$ cat src/rtl/aixh_mxc_upper_repeater_pipe.sv
// Multi-stage repeater for one MxConv upper-cell hop: a fixed-latency forward command pipe
// plus a chain of elastic two-entry backward data stages.
// Latency: forward FWD_STAGES cycles; backward BWD_STAGES cycles through an empty chain.
// Backpressure: forward has none; backward is valid/ready, full throughput,
// 2*BWD_STAGES entries of buffering, and no combinational ready path.
// Ports:
//   aixh_core_clk2x / aixh_core_rst2x : clock, synchronous active-high reset
//   i_fwd_vld/i_fwd_cmd -> o_fwd_vld/o_fwd_cmd : delayed forward command
//   i_bwd_vld/i_bwd_dat/o_bwd_rdy       : upstream side of the backward chain
//   o_bwd_vld/o_bwd_dat/i_bwd_rdy       : downstream side of the backward chain
//   o_bwd_cnt, o_idle                   : occupancy and drain status
module aixh_mxc_upper_repeater_pipe #(
   parameter int FWD_CWIDTH = 32,   // upper-cell forward command width
   parameter int BWD_DWIDTH = 32,   // upper-cell backward data width
   parameter int FWD_STAGES = 1,    // 1..8
   parameter int BWD_STAGES = 1,    // 1..8
   parameter int CNT_W      = $clog2(2*BWD_STAGES+1)
) (
   input  logic                  aixh_core_clk2x,
   input  logic                  aixh_core_rst2x,
   input  logic                  i_fwd_vld,
   input  logic [FWD_CWIDTH-1:0] i_fwd_cmd,
   output logic                  o_fwd_vld,
   output logic [FWD_CWIDTH-1:0] o_fwd_cmd,
   input  logic                  i_bwd_vld,
   input  logic [BWD_DWIDTH-1:0] i_bwd_dat,
   output logic                  o_bwd_rdy,
   output logic                  o_bwd_vld,
   output logic [BWD_DWIDTH-1:0] o_bwd_dat,
   input  logic                  i_bwd_rdy,
   output logic [CNT_W-1:0]      o_bwd_cnt,
   output logic                  o_idle
);

   localparam logic [CNT_W-1:0] CNT_ONE = {{(CNT_W-1){1'b0}}, 1'b1};

   // ---------------- forward command pipe ----------------
   logic [FWD_STAGES-1:0] fwd_vld_q;
   logic [FWD_STAGES-1:0] fwd_vld_in;
   logic [FWD_CWIDTH-1:0] fwd_cmd_q  [FWD_STAGES];
   logic [FWD_CWIDTH-1:0] fwd_cmd_in [FWD_STAGES];

   for (genvar s = 0; s < FWD_STAGES; s++) begin : g_fwd
      if (s == 0) begin : g_head
         assign fwd_vld_in[s] = i_fwd_vld;
         assign fwd_cmd_in[s] = i_fwd_cmd;
      end else begin : g_body
         assign fwd_vld_in[s] = fwd_vld_q[s-1];
         assign fwd_cmd_in[s] = fwd_cmd_q[s-1];
      end
   end

   always_ff @(posedge aixh_core_clk2x) begin
      if (aixh_core_rst2x) fwd_vld_q <= '0;
      else                 fwd_vld_q <= fwd_vld_in;
   end

   // Command registers are unreset and only load behind a valid, so the last
   // command stays visible on o_fwd_cmd after o_fwd_vld drops.
   always_ff @(posedge aixh_core_clk2x) begin
      for (int s = 0; s < FWD_STAGES; s++) begin
         if (fwd_vld_in[s]) fwd_cmd_q[s] <= fwd_cmd_in[s];
      end
   end

   assign o_fwd_vld = fwd_vld_q[FWD_STAGES-1];
   assign o_fwd_cmd = fwd_cmd_q[FWD_STAGES-1];

   // ---------------- backward elastic chain ----------------
   typedef enum logic [1:0] {ST_EMPTY = 2'd0, ST_ONE = 2'd1, ST_TWO = 2'd2} stage_st_e;

   stage_st_e             st_q [BWD_STAGES];
   stage_st_e             st_d [BWD_STAGES];
   logic [BWD_DWIDTH-1:0] main_q [BWD_STAGES];
   logic [BWD_DWIDTH-1:0] skid_q [BWD_STAGES];
   logic [BWD_DWIDTH-1:0] dat_up [BWD_STAGES];
   logic [BWD_STAGES-1:0] vld_up, rdy_up, vld_dn, rdy_dn;
   logic [BWD_STAGES-1:0] acc, emit, main_ld, main_from_skid, skid_ld;

   for (genvar s = 0; s < BWD_STAGES; s++) begin : g_bwd
      if (s == 0) begin : g_up_ext
         assign vld_up[s] = i_bwd_vld;
         assign dat_up[s] = i_bwd_dat;
      end else begin : g_up_int
         assign vld_up[s] = vld_dn[s-1];
         assign dat_up[s] = main_q[s-1];
      end
      if (s == BWD_STAGES-1) begin : g_dn_ext
         assign rdy_dn[s] = i_bwd_rdy;
      end else begin : g_dn_int
         assign rdy_dn[s] = rdy_up[s+1];
      end
   end

   // State register and datapath registers.
   always_ff @(posedge aixh_core_clk2x) begin
      for (int s = 0; s < BWD_STAGES; s++) begin
         if (aixh_core_rst2x) st_q[s] <= ST_EMPTY;
         else                 st_q[s] <= st_d[s];
         if (main_ld[s]) main_q[s] <= main_from_skid[s] ? skid_q[s] : dat_up[s];
         if (skid_ld[s]) skid_q[s] <= dat_up[s];
      end
   end

   // Next-state logic. Main always holds the oldest entry; skid only fills
   // when main is occupied and not leaving this cycle.
   always_comb begin
      for (int s = 0; s < BWD_STAGES; s++) begin
         acc[s]            = vld_up[s] & rdy_up[s];
         emit[s]           = vld_dn[s] & rdy_dn[s];
         st_d[s]           = st_q[s];
         main_ld[s]        = 1'b0;
         main_from_skid[s] = 1'b0;
         skid_ld[s]        = 1'b0;
         case (st_q[s])
            ST_EMPTY: begin
               if (acc[s]) begin
                  st_d[s]    = ST_ONE;
                  main_ld[s] = 1'b1;
               end
            end
            ST_ONE: begin
               if (acc[s] && !emit[s]) begin
                  st_d[s]    = ST_TWO;
                  skid_ld[s] = 1'b1;
               end else if (!acc[s] && emit[s]) begin
                  st_d[s]    = ST_EMPTY;
               end else if (acc[s] && emit[s]) begin
                  main_ld[s] = 1'b1;
               end
            end
            ST_TWO: begin
               if (emit[s]) begin
                  st_d[s]           = ST_ONE;
                  main_ld[s]        = 1'b1;
                  main_from_skid[s] = 1'b1;
               end
            end
            default: st_d[s] = ST_EMPTY;
         endcase
      end
   end

   // Handshake outputs depend on state only, which breaks the ready path.
   always_comb begin
      for (int s = 0; s < BWD_STAGES; s++) begin
         rdy_up[s] = (st_q[s] != ST_TWO);
         vld_dn[s] = (st_q[s] != ST_EMPTY);
      end
   end

   assign o_bwd_rdy = rdy_up[0] & ~aixh_core_rst2x;
   assign o_bwd_vld = vld_dn[BWD_STAGES-1];
   assign o_bwd_dat = main_q[BWD_STAGES-1];

   // ---------------- occupancy / idle ----------------
   logic             bwd_acc, bwd_emit;
   logic [CNT_W-1:0] cnt_q;

   assign bwd_acc  = o_bwd_rdy & i_bwd_vld;
   assign bwd_emit = o_bwd_vld & i_bwd_rdy;

   always_ff @(posedge aixh_core_clk2x) begin
      if (aixh_core_rst2x)          cnt_q <= '0;
      else if (bwd_acc && !bwd_emit) cnt_q <= cnt_q + CNT_ONE;
      else if (!bwd_acc && bwd_emit) cnt_q <= cnt_q - CNT_ONE;
   end

   assign o_bwd_cnt = cnt_q;
   assign o_idle    = ~(|fwd_vld_q) & (cnt_q == '0);

endmodule

$ cat config.mk
export PLATFORM = sky130hd
export DESIGN_NAME = aixh_mxc_upper_repeater_pipe
export DESIGN_NICKNAME = d
export VERILOG_FILES = /design/src/rtl/aixh_mxc_upper_repeater_pipe.sv
export SDC_FILE = /design/constraint.sdc
export NUM_CORES = 1
export LEC_CHECK = 0
export ABC_AREA = 1
export CELL_PAD_IN_SITES_DETAIL_PLACEMENT = 1
export CELL_PAD_IN_SITES_GLOBAL_PLACEMENT = 2
export CORE_MARGIN = 3
export CORE_UTILIZATION = 32
export CTS_BUF_LIST = sky130_fd_sc_hd__clkbuf_2
export CTS_CLUSTER_DIAMETER = 100
export DETAILED_ROUTE_END_ITERATION = 8
export PLACE_DENSITY = 0.95
export REMOVE_ABC_BUFFERS = 1
export SYNTH_ARGS = -nofsm -noshare
export SYNTH_HDL_FRONTEND = slang
export SYNTH_SLANG_ARGS = --single-unit
$ cat constraint.sdc
create_clock -name aixh_core_clk2x -period 8.8 [get_ports aixh_core_clk2x]
set_input_delay 1.76 -clock aixh_core_clk2x [delete_from_list [all_inputs] [get_ports aixh_core_clk2x]]
set_output_delay 1.76 -clock aixh_core_clk2x [all_outputs]
set_load 0.02 [all_outputs]
; ---- Word-level counts from Yosys, hierarchy flattened
; Memory sizes are Yosys's and may differ from the RTL's.
; Cells that the tools add are included.
[word_totals]
romBits = 0
n_memories = 4
latchBits = 0
word_cells = 59
out_inout_bits = 70
ram_bits = 98
reg_bits = 3
[memory_table]
columns = name, depth, word_bits, rd, rd_ports_with_merged_regs, write_ports, line_no
row1 = fwd_cmd_q, 1, 32, 1, 0, 1, 40  ; logic [FWD_CWIDTH-1:0] fwd_cmd_q [FWD_STAGES];
row2 = main_q, 1, 32, 1, 0, 1, 74  ; logic [BWD_DWIDTH-1:0] main_q [BWD_STAGES];
row3 = skid_q, 1, 32, 1, 0, 1, 75  ; logic [BWD_DWIDTH-1:0] skid_q [BWD_STAGES];
row4 = st_q, 1, 2, 1, 0, 1, 72  ; stage_st_e st_q [BWD_STAGES];
[classes]
magnitude_cmp = 0
n_bitwise = 7
n_reduce_logical = 13
n_eq_ne = 3
n_mul = 0
n_mux = 28
add_sub_neg = 2
div_mod_pow = 0
shifts = 0
[op_table]
columns = cell, count
row1 = $mux 32, 1
row2 = $mux 1, 18
row3 = $mux 2, 7
row4 = $pmux 2 s3, 1
row5 = $and 1x1->1, 5
row6 = $logic_and 1x1->1, 5
row7 = $logic_not 2->1, 2
row8 = $reduce_bool 2->1, 2
row9 = $logic_not 1->1, 3
row10 = $pmux 1 s3, 1
row11 = $add 2x1->2 const B, 1
row12 = $eq 2x1->1 const B, 1
row13 = $eq 2x2->1 const B, 1
row14 = $ne 2x2->1 const B, 1
row15 = $not 1->1, 2
row16 = $reduce_or 2->1, 1
row17 = $sub 2x1->2 const B, 1

; ---- Depth between registers and ports, before layout
; Gate-level depths: netlist of the first run.
[logic_depth]
depth_word = 9
ltp_mapped = 11

; ---- Worst setup path after synthesis of the first run
; No wires, ideal clock.
[synth_path]
path_kind = in2reg
from = in i_bwd_rdy
to = mem skid_q[0][0], enable pin
required_ps = 8339
cell_stages = 3
n_path_buf = 2
arrival_time_ps = 4340
setup_slack_ps = 3998
cell_sequence = buf_2 -> buf_2 -> nor3_1
[synth_via]
elab_chain_cells = 7
[synth_lines]
columns = item, line_no
row1 = start: declaration, 30  ; input logic i_bwd_rdy,
row2 = $and 1x1->1, 110  ; emit[s] = vld_dn[s] & rdy_dn[s];
row3 = $logic_not 1->1, 123  ; if (acc[s] && !emit[s]) begin
row4 = $logic_and 1x1->1, 123
row5 = $mux 1, 123
row6 = $mux 1, 115  ; case (st_q[s])
row7 = net skid_ld, 78  ; logic [BWD_STAGES-1:0] acc, emit, main_ld, main_from_skid, skid_ld;
row8 = $mux 1, 101  ; if (skid_ld[s]) skid_q[s] <= dat_up[s];
row9 = $mux 1 (implied by the code), 101
row10 = end: declaration, 75
; The timed path passes the listed nets, and every way through them passes these cells.

; ---- Final worst setup path of the first run
[layout_path]
from = in aixh_core_rst2x
to = out o_bwd_rdy
[layout_via]
elab_chain_cells = 2
[layout_lines]
columns = item, line_no
row1 = start: declaration, 20  ; input logic aixh_core_rst2x,
row2 = $not 1->1, 152  ; assign o_bwd_rdy = rdy_up[0] & ~aixh_core_rst2x;
row3 = $and 1x1->1, 152
row4 = end: declaration, 27  ; output logic o_bwd_rdy,
; Every way passes these cells.

==> metrics.md, run 1 <==
| Metric | Value |
|---|---|
| Non-Filler Instances | `536` |
| Status | `completed` |
| Routability cong. | `0.7666` |
| CTS clk-pin slew, worst paths | `0.24 ns` |
| Cell count after synthesis | `248` |
| Die footprint | `12750 um^2` |
| Cell taking the most area after synthesis | `edfxtp_1` |
| Rows | `38` |
| Number of global-route vias before repair | `2556` |
| Initial Util | `0.3330` |
| Final Util | `0.4784` |
| Setup crit end kind | `output pin` |
| Final Cell Area | `5254 um^2` |
| Area of the multi-input gates | `580.6 um^2` |
| Synth area leaders | `edfxtp_1 79%, nand2_1 7.6%, nand3_1 4.7%, dfxtp_1 2.7%, buf_6 0.92%` |
| RSZ-0062 raised after global routing | `false` |
| Placed cell area | `5171 um^2` |
| Setup Fix Bufs, Post-CTS | `0` |
| Kind of critical path | `in2out` |
| Core area | `10980 um^2` |
| Max Cap Violations | `0` |
| PostCTS Resize Cnt | `0` |
| Clk_lat worst skew | `0.56 ns` |
| Largest delay share family, worst path | `buffers and inverters` |
| Worst Path Buf+Inv | `2` |
| Startpoint Class | `primary input` |
| R2r setup slk | `6.31 ns` |
| Relative slew slack | `0.2852` |
| Die W | `112.9 um` |
| TritonCTS clock tree | `done` |
| Setup TNS Final | `0 ns` |
| Yosys reg bits | `101` |
| H-tree Lvls | `3` |
| Hold Violations, Final | `0` |
| Distinct cells, synth | `18` |
| WHS | `0.5595 ns` |
| Worst slew pin tran | `1.068 ns` |
| Crit Path Max Fanout | `4` |
| DRC | `0` |
| Slew Limit Fails | `0` |
| # hold bufs at CTS | `0` |
| GR Overflow Total | `0` |
| FF+latch area | `2983 um^2` |
| Final-report setup violation count | `0` |
| First-pass GRT wire length | `14470 um` |
| CP Cell Sequence | `clkdlybuf4s50_1, nor2_1, clkdlybuf4s50_1` |
| Synthesized area | `3657 um^2` |
| Clock sinks | `101` |
| Placed cell count | `519` |
| Slowest CP cell | `clkdlybuf4s50_1` |
| Iteration count of the initial detailed-routing pass | `5` |
| Leak | `1.946 nW` |
| Area growth syn-to-layout | `43.65%` |
| Via count | `2407` |
| Sequential share of the synthesized area | `0.8156` |
| Routed WL per cell | `17.63 um` |
| Most used cell, CP | `clkdlybuf4s50_1` |
| Largest net degree at the start of global routing | `37` |
| Synth Area per Inst | `14.75 um^2` |
| Critical Path Max Stage Delay | `0.62 ns` |
| Root Buffer | `clkbuf_2` |
| Critical Path AT | `2.99 ns` |
| Required @ worst endpoint | `7.04 ns` |
| # nets final | `460` |
| GRT Overall Usage | `0.1508` |
| Yosys warnings | `0` |
| Drt total wl | `9451 um` |
| Initial antenna violation count | `1` |
| P per Cell Area | `177.5 nW/um^2` |
| FF-to-FF Start | `st_q[0][1]` |
| Share of the synthesized area in the top cell type | `0.7882` |
| Final ANT Viol Nets | `0` |
| CTS buffer count | `9` |
| Filler Cell Count | `1156` |
| Via/cell ratio | `4.491` |
| Detail Placement HPWL | `6827 um` |
| Port Buffers | `138` |
| Worst hold path class | `reg2reg` |
| Final period util | `0.5399` |
| First DRT Iteration DRCs | `100` |
| Share of cells above drive strength 1 | `0.05823` |
| Die Span Y | `112.9 um` |
| Final Skew | `0.02328 ns` |
| I/O pins | `139` |
| Fmax | `0.2105 GHz` |
| Crit. Startpoint | `aixh_core_rst2x` |
| Post-route minimum period | `4.751 ns` |
| Peak supply drop | `0.07055 mV` |
| Clock buffer depth | `2` |
| Hold Path Origin | `st_q[0][0]` |
## power by group
group	internal (mW)	switching, mW
Clock	0.0351	0.148
Sequential	0.565	0.0116
Combinational	0.0826	0.0901
Total	0.683	0.249
## final timing paths
kind	to	cells past startpoint
hold / removal	st_q[0][1]	1
hold reg to reg	st_q[0][1]	1
setup / recovery	o_bwd_rdy	3
setup reg to reg	main_q[0][6]	4
## synth_stat cells (all sizes together)
cell type,n
nor3b,1
buf,10
edfxtp,96
inv,9
nand3b,1
a21oi,3
nand3,34
dfxtp,5
nand2,75
ha,1
nor2,8
nor3,2
o21ai,3
## per-stage QoR
step / setup WS, ns / total power, mW
detailed placement: 4.056 / 0.7639
floorplan: 4.184 / 0.6534
global route: 4.009 / 0.9768
global placement: 4.075 / 0.7556
finish: 4.049 / 0.9324
CTS: 4.053 / 0.9434
## worst reg2reg max path, cell delays in order, from the launching register on
cell	delay, ns
dfxtp_1	0.38
inv_2	0.07
nor2_4	0.66
nand2_4	0.46
o21ai_4	0.55
## state kept, by name, summed over array words and instances (netlist names)
| name | cells |
|---|---|
| st_q | 2 |
| fwd_cmd_q | 32 |
| skid_q | 32 |
| main_q | 32 |
| o_fwd_vld | 1 |
| o_bwd_cnt | 2 |
## cells by family (layout without fill, tap and decap cells)
group | after synthesis | count (layout) | share of synthesized area
AO/OA/AOI/OAI | 6 | 6 | 0.008208
adder cells (fa/ha/maj) | 1 | 1 | 0.003421
flip-flops | 101 | 101 | 0.8156
other | 0 | 1 | 0
buffers and inverters | 19 | 166 | 0.03010
AND/OR/NAND/NOR | 121 | 121 | 0.1427
## metal layers
metal,GRT usage,wire length [um],vias up
met2,0.2690,5169,62
li1,-,-,1161
met5,0,0,-
met3,0.03797,417,13
met4,0.06010,190,0
met1,0.1731,3674,1171
## layout by cell type (no fill, tap or decap), drive strengths merged
cell type,n
nor3b,1
clkbuf,10
clkdlybuf4s50,137
nor2,8
ha,1
nand3,34
diode,1
a21oi,3
edfxtp,96
o21ai,3
inv,9
dfxtp,5
nor3,2
nand2,75
buf,4
clkinv,5
clkinvlp,1
nand3b,1
## final cells by class
cell class / count / area share
diodes: 1 / 0.0004763
clock buffers: 10 / 0.009526
clock inverters: 6 / 0.005716
inverters: 9 / 0.006430
multi-input cells: 128 / 0.1105
flip-flops and latches: 101 / 0.5678
well taps: 140 / 0.03334
repair buffers: 141 / 0.2663
No activity file was read; power rests on OpenSTA's default activity.
==> run 2, diff against run 1 <==
- CORE_UTILIZATION: 32 -> 27
- PLACE_DENSITY: 0.95 -> 0.88
- clock period: 8.8 -> 4 ns (I/O delays scaled with it)
==> run 2 against run 1 <==
Final area increased by 1.9%. Critical endpoint unchanged. Power rose by 130%. Utilization decreased by 6.4 points. Wire length about the same. Largest power group unchanged. First-iteration DRC count rose by 66%. Final cell count up 6.3%. Clock power rose to 2.7 times the previous value. Die area increased by 17%. Register-to-register slack worse by 4.5 ns.
==> metrics.md, run 2 (synthesized netlist as in run 1, its figures left out) <==
| Metric | Value |
|---|---|
| First-pass GRT wire length | `14500 um (was 14470 um)` |
| Worst hold path class | `reg2reg (unchanged)` |
| Setup Fix Bufs, Post-CTS | `0 (unchanged)` |
| Final Util | `0.4142 (was 0.4784)` |
| FF-to-FF Start | `st_q[0][1] (unchanged)` |
| Worst Hold End | `o_bwd_cnt[0] (was st_q[0][1])` |
| Initial antenna violation count | `2 (was 1)` |
| I/O pins | `139 (unchanged)` |
| Wire length on met1 | `3669 um (was 3674 um)` |
| Final period util | `0.6994` |
| CP Cell Sequence | `clkdlybuf4s50_1, nor2_1, clkdlybuf4s50_1 (unchanged)` |
| Rows | `41 (was 38)` |
| Via/cell ratio | `4.237 (was 4.491)` |
| Met3 routed wirelength | `477 um (was 417 um)` |
| Clock buffer depth | `2 (unchanged)` |
| Drt total wl | `9455 um (was 9451 um)` |
| Final ANT Viol Nets | `0 (unchanged)` |
| Initial Util | `0.2829 (was 0.3330)` |
| Most frequent cells in the layout | `138 x clkdlybuf4s50_1, 96 x edfxtp_1, 74 x nand2_1 (was 137 x clkdlybuf4s50_1, 96 x edfxtp_1, 74 x nand2_1)` |
| Slowest CP cell | `clkdlybuf4s50_1 (unchanged)` |
| Worst Reg-to-Reg Cells | `6 (was 4)` |
| Final-report setup violation count | `0 (unchanged)` |
| Detail Placement HPWL | `6986 um (was 6827 um)` |
| Via count | `2415 (was 2407)` |
| CTS buffer count | `9 (unchanged)` |
| Die Span Y | `122.4 um (was 112.9 um)` |
| Critical Path Max Stage Delay | `0.61 ns (was 0.62 ns)` |
| Most used cell, CP | `clkdlybuf4s50_1 (unchanged)` |
| TritonCTS clock tree | `done (unchanged)` |
| Post-route minimum period | `2.798 ns` |
| Port Buffers | `138 (unchanged)` |
| Largest net degree at the start of global routing | `35 (was 37)` |
| # nets final | `462 (was 460)` |
| Setup crit end kind | `output pin (unchanged)` |
| Startpoint Class | `primary input (unchanged)` |
| Leak | `1.966 nW (was 1.946 nW)` |
| Commonest non-fill, non-tap cell in the layout | `clkdlybuf4s50_1 (unchanged)` |
| Top flop regs | `fwd_cmd_q: 32 flops, main_q: 32 flops, skid_q: 32 flops (unchanged)` |
| Final Skew | `0.01819 ns (was 0.02328 ns)` |
| Top routing layer in use | `met5 (was met4)` |
| Routability cong. | `0.7177 (was 0.7666)` |
| Iteration count of the initial detailed-routing pass | `4 (was 5)` |
| Die W | `122.4 um (was 112.9 um)` |
| Fmax | `0.3575 GHz` |
| R2r setup slk | `1.78 ns (was 6.31 ns)` |
| GR Overflow Total | `0 (unchanged)` |
| Min-Delay Path Depth | `2 (was 1)` |
| Clk_lat worst skew | `0.55 ns (was 0.56 ns)` |
| H-tree Lvls | `3 (unchanged)` |
| CTS clk-pin slew, worst paths | `0.24 ns (about the same)` |
| Worst Path Buf+Inv | `2 (unchanged)` |
| Hold Path Origin | `o_bwd_cnt[0] (was st_q[0][0])` |
| WHS | `0.5623 ns (was 0.5595 ns)` |
| End of the worst register-to-register path | `main_q[0][18] (was main_q[0][6])` |
| First DRT Iteration DRCs | `166 (was 100)` |
| Slew Limit Fails | `0 (unchanged)` |
| GRT Overall Usage | `0.1276 (was 0.1508)` |
| Kind of critical path | `in2out (unchanged)` |
| Routed met2 length | `5118 um (was 5169 um)` |
| Area growth syn-to-layout | `46.39% (was 43.65%)` |
| Die footprint | `14980 um^2 (was 12750 um^2)` |
| Peak supply drop | `0.1120 mV (was 0.07055 mV)` |
| Worst slew pin tran | `0.5547 ns (was 1.068 ns)` |
| Crit Path Max Fanout | `4 (unchanged)` |
| Number of global-route vias before repair | `2688 (was 2556)` |
| DRC | `0 (unchanged)` |
| Routed WL per cell | `16.59 um (was 17.63 um)` |
| Core area | `12930 um^2 (was 10980 um^2)` |
| Required @ worst endpoint | `3.20 ns (was 7.04 ns)` |
| Relative slew slack | `0.6288 (was 0.2852)` |
| Setup TNS Final | `0 ns (unchanged)` |
| Status | `completed (unchanged)` |
| RSZ-0062 raised after global routing | `false (unchanged)` |
| Critical Path AT | `2.00 ns (was 2.99 ns)` |
| Total power | `2.143 mW (was 0.9324 mW)` |
| Max Cap Violations | `0 (unchanged)` |
| # hold bufs at CTS | `0 (unchanged)` |
| Hold Violations, Final | `0 (unchanged)` |
| Share of cells above drive strength 1 | `0.06297 (was 0.05823)` |
| PostCTS Resize Cnt | `0 (unchanged)` |
| P per Cell Area | `400.2 nW/um^2 (was 177.5 nW/um^2)` |
| Clock sinks | `101 (unchanged)` |
| Largest delay share family, worst path | `buffers and inverters (unchanged)` |
| Root Buffer | `clkbuf_2 (unchanged)` |
## run 2: metal layers
metal | track usage | vias to the layer above
met5 | 0 | -
met4 | 0.05738 | 2
met3 | 0.02581 | 14
met2 | 0.2329 | 60
met1 | 0.1430 | 1176
li1 | - | 1163
## run 2: report_power, final
| part | switching (mW) | internal (mW) |
|---|---|---|
| Combinational | 0.197 | 0.184 |
| Sequential | 0.0248 | 1.24 |
| Clock | 0.347 | 0.147 |
## run 2: layout make-up
class / count / area (um^2)
well taps: 172 / 215.2
diodes: 1 / 2.502
fillers: 1388 / 7574
clock inverters: 7 / 75.07
multi-input cells: 128 / 580.6
repair buffers: 143 / 1419
clock buffers: 9 / 45.04
flip-flops and latches: 101 / 2983
inverters: 9 / 33.78
## run 2: worst max path at each step
stage,end,cells past startpoint,startpoint,slack [ns]
floorplan,main_q[0][0],2,i_bwd_vld,0.34
global placement,main_q[0][5],4,i_bwd_rdy,1.19
detailed placement,main_q[0][23],4,i_bwd_rdy,1.10
CTS,o_bwd_rdy,3,aixh_core_rst2x,1.19
global route,o_bwd_rdy,3,aixh_core_rst2x,1.11
finish,o_bwd_rdy,3,aixh_core_rst2x,1.20
## run 2: worst min-delay path, delay by kind of cell, from the launching register on
kind            cells  cell delay [ns]
flops               1             0.40
buf+inv             1             0.09
compound gates      1             0.07
## run 2: through the flow
| step | setup slack, ns | cell area, um^2 | cells |
|---|---|---|---|
| 2_1_floorplan | 0.3436 | 3581 | 238 |
| 3_3_place_gp | 1.186 | 5231 | 553 |
| 6_report | 1.202 | 5354 | 570 |
| 4_1_cts | 1.194 | 5351 | 569 |
| 5_1_grt | 1.108 | 5354 | 570 |
| 3_5_place_dp | 1.099 | 5231 | 553 |
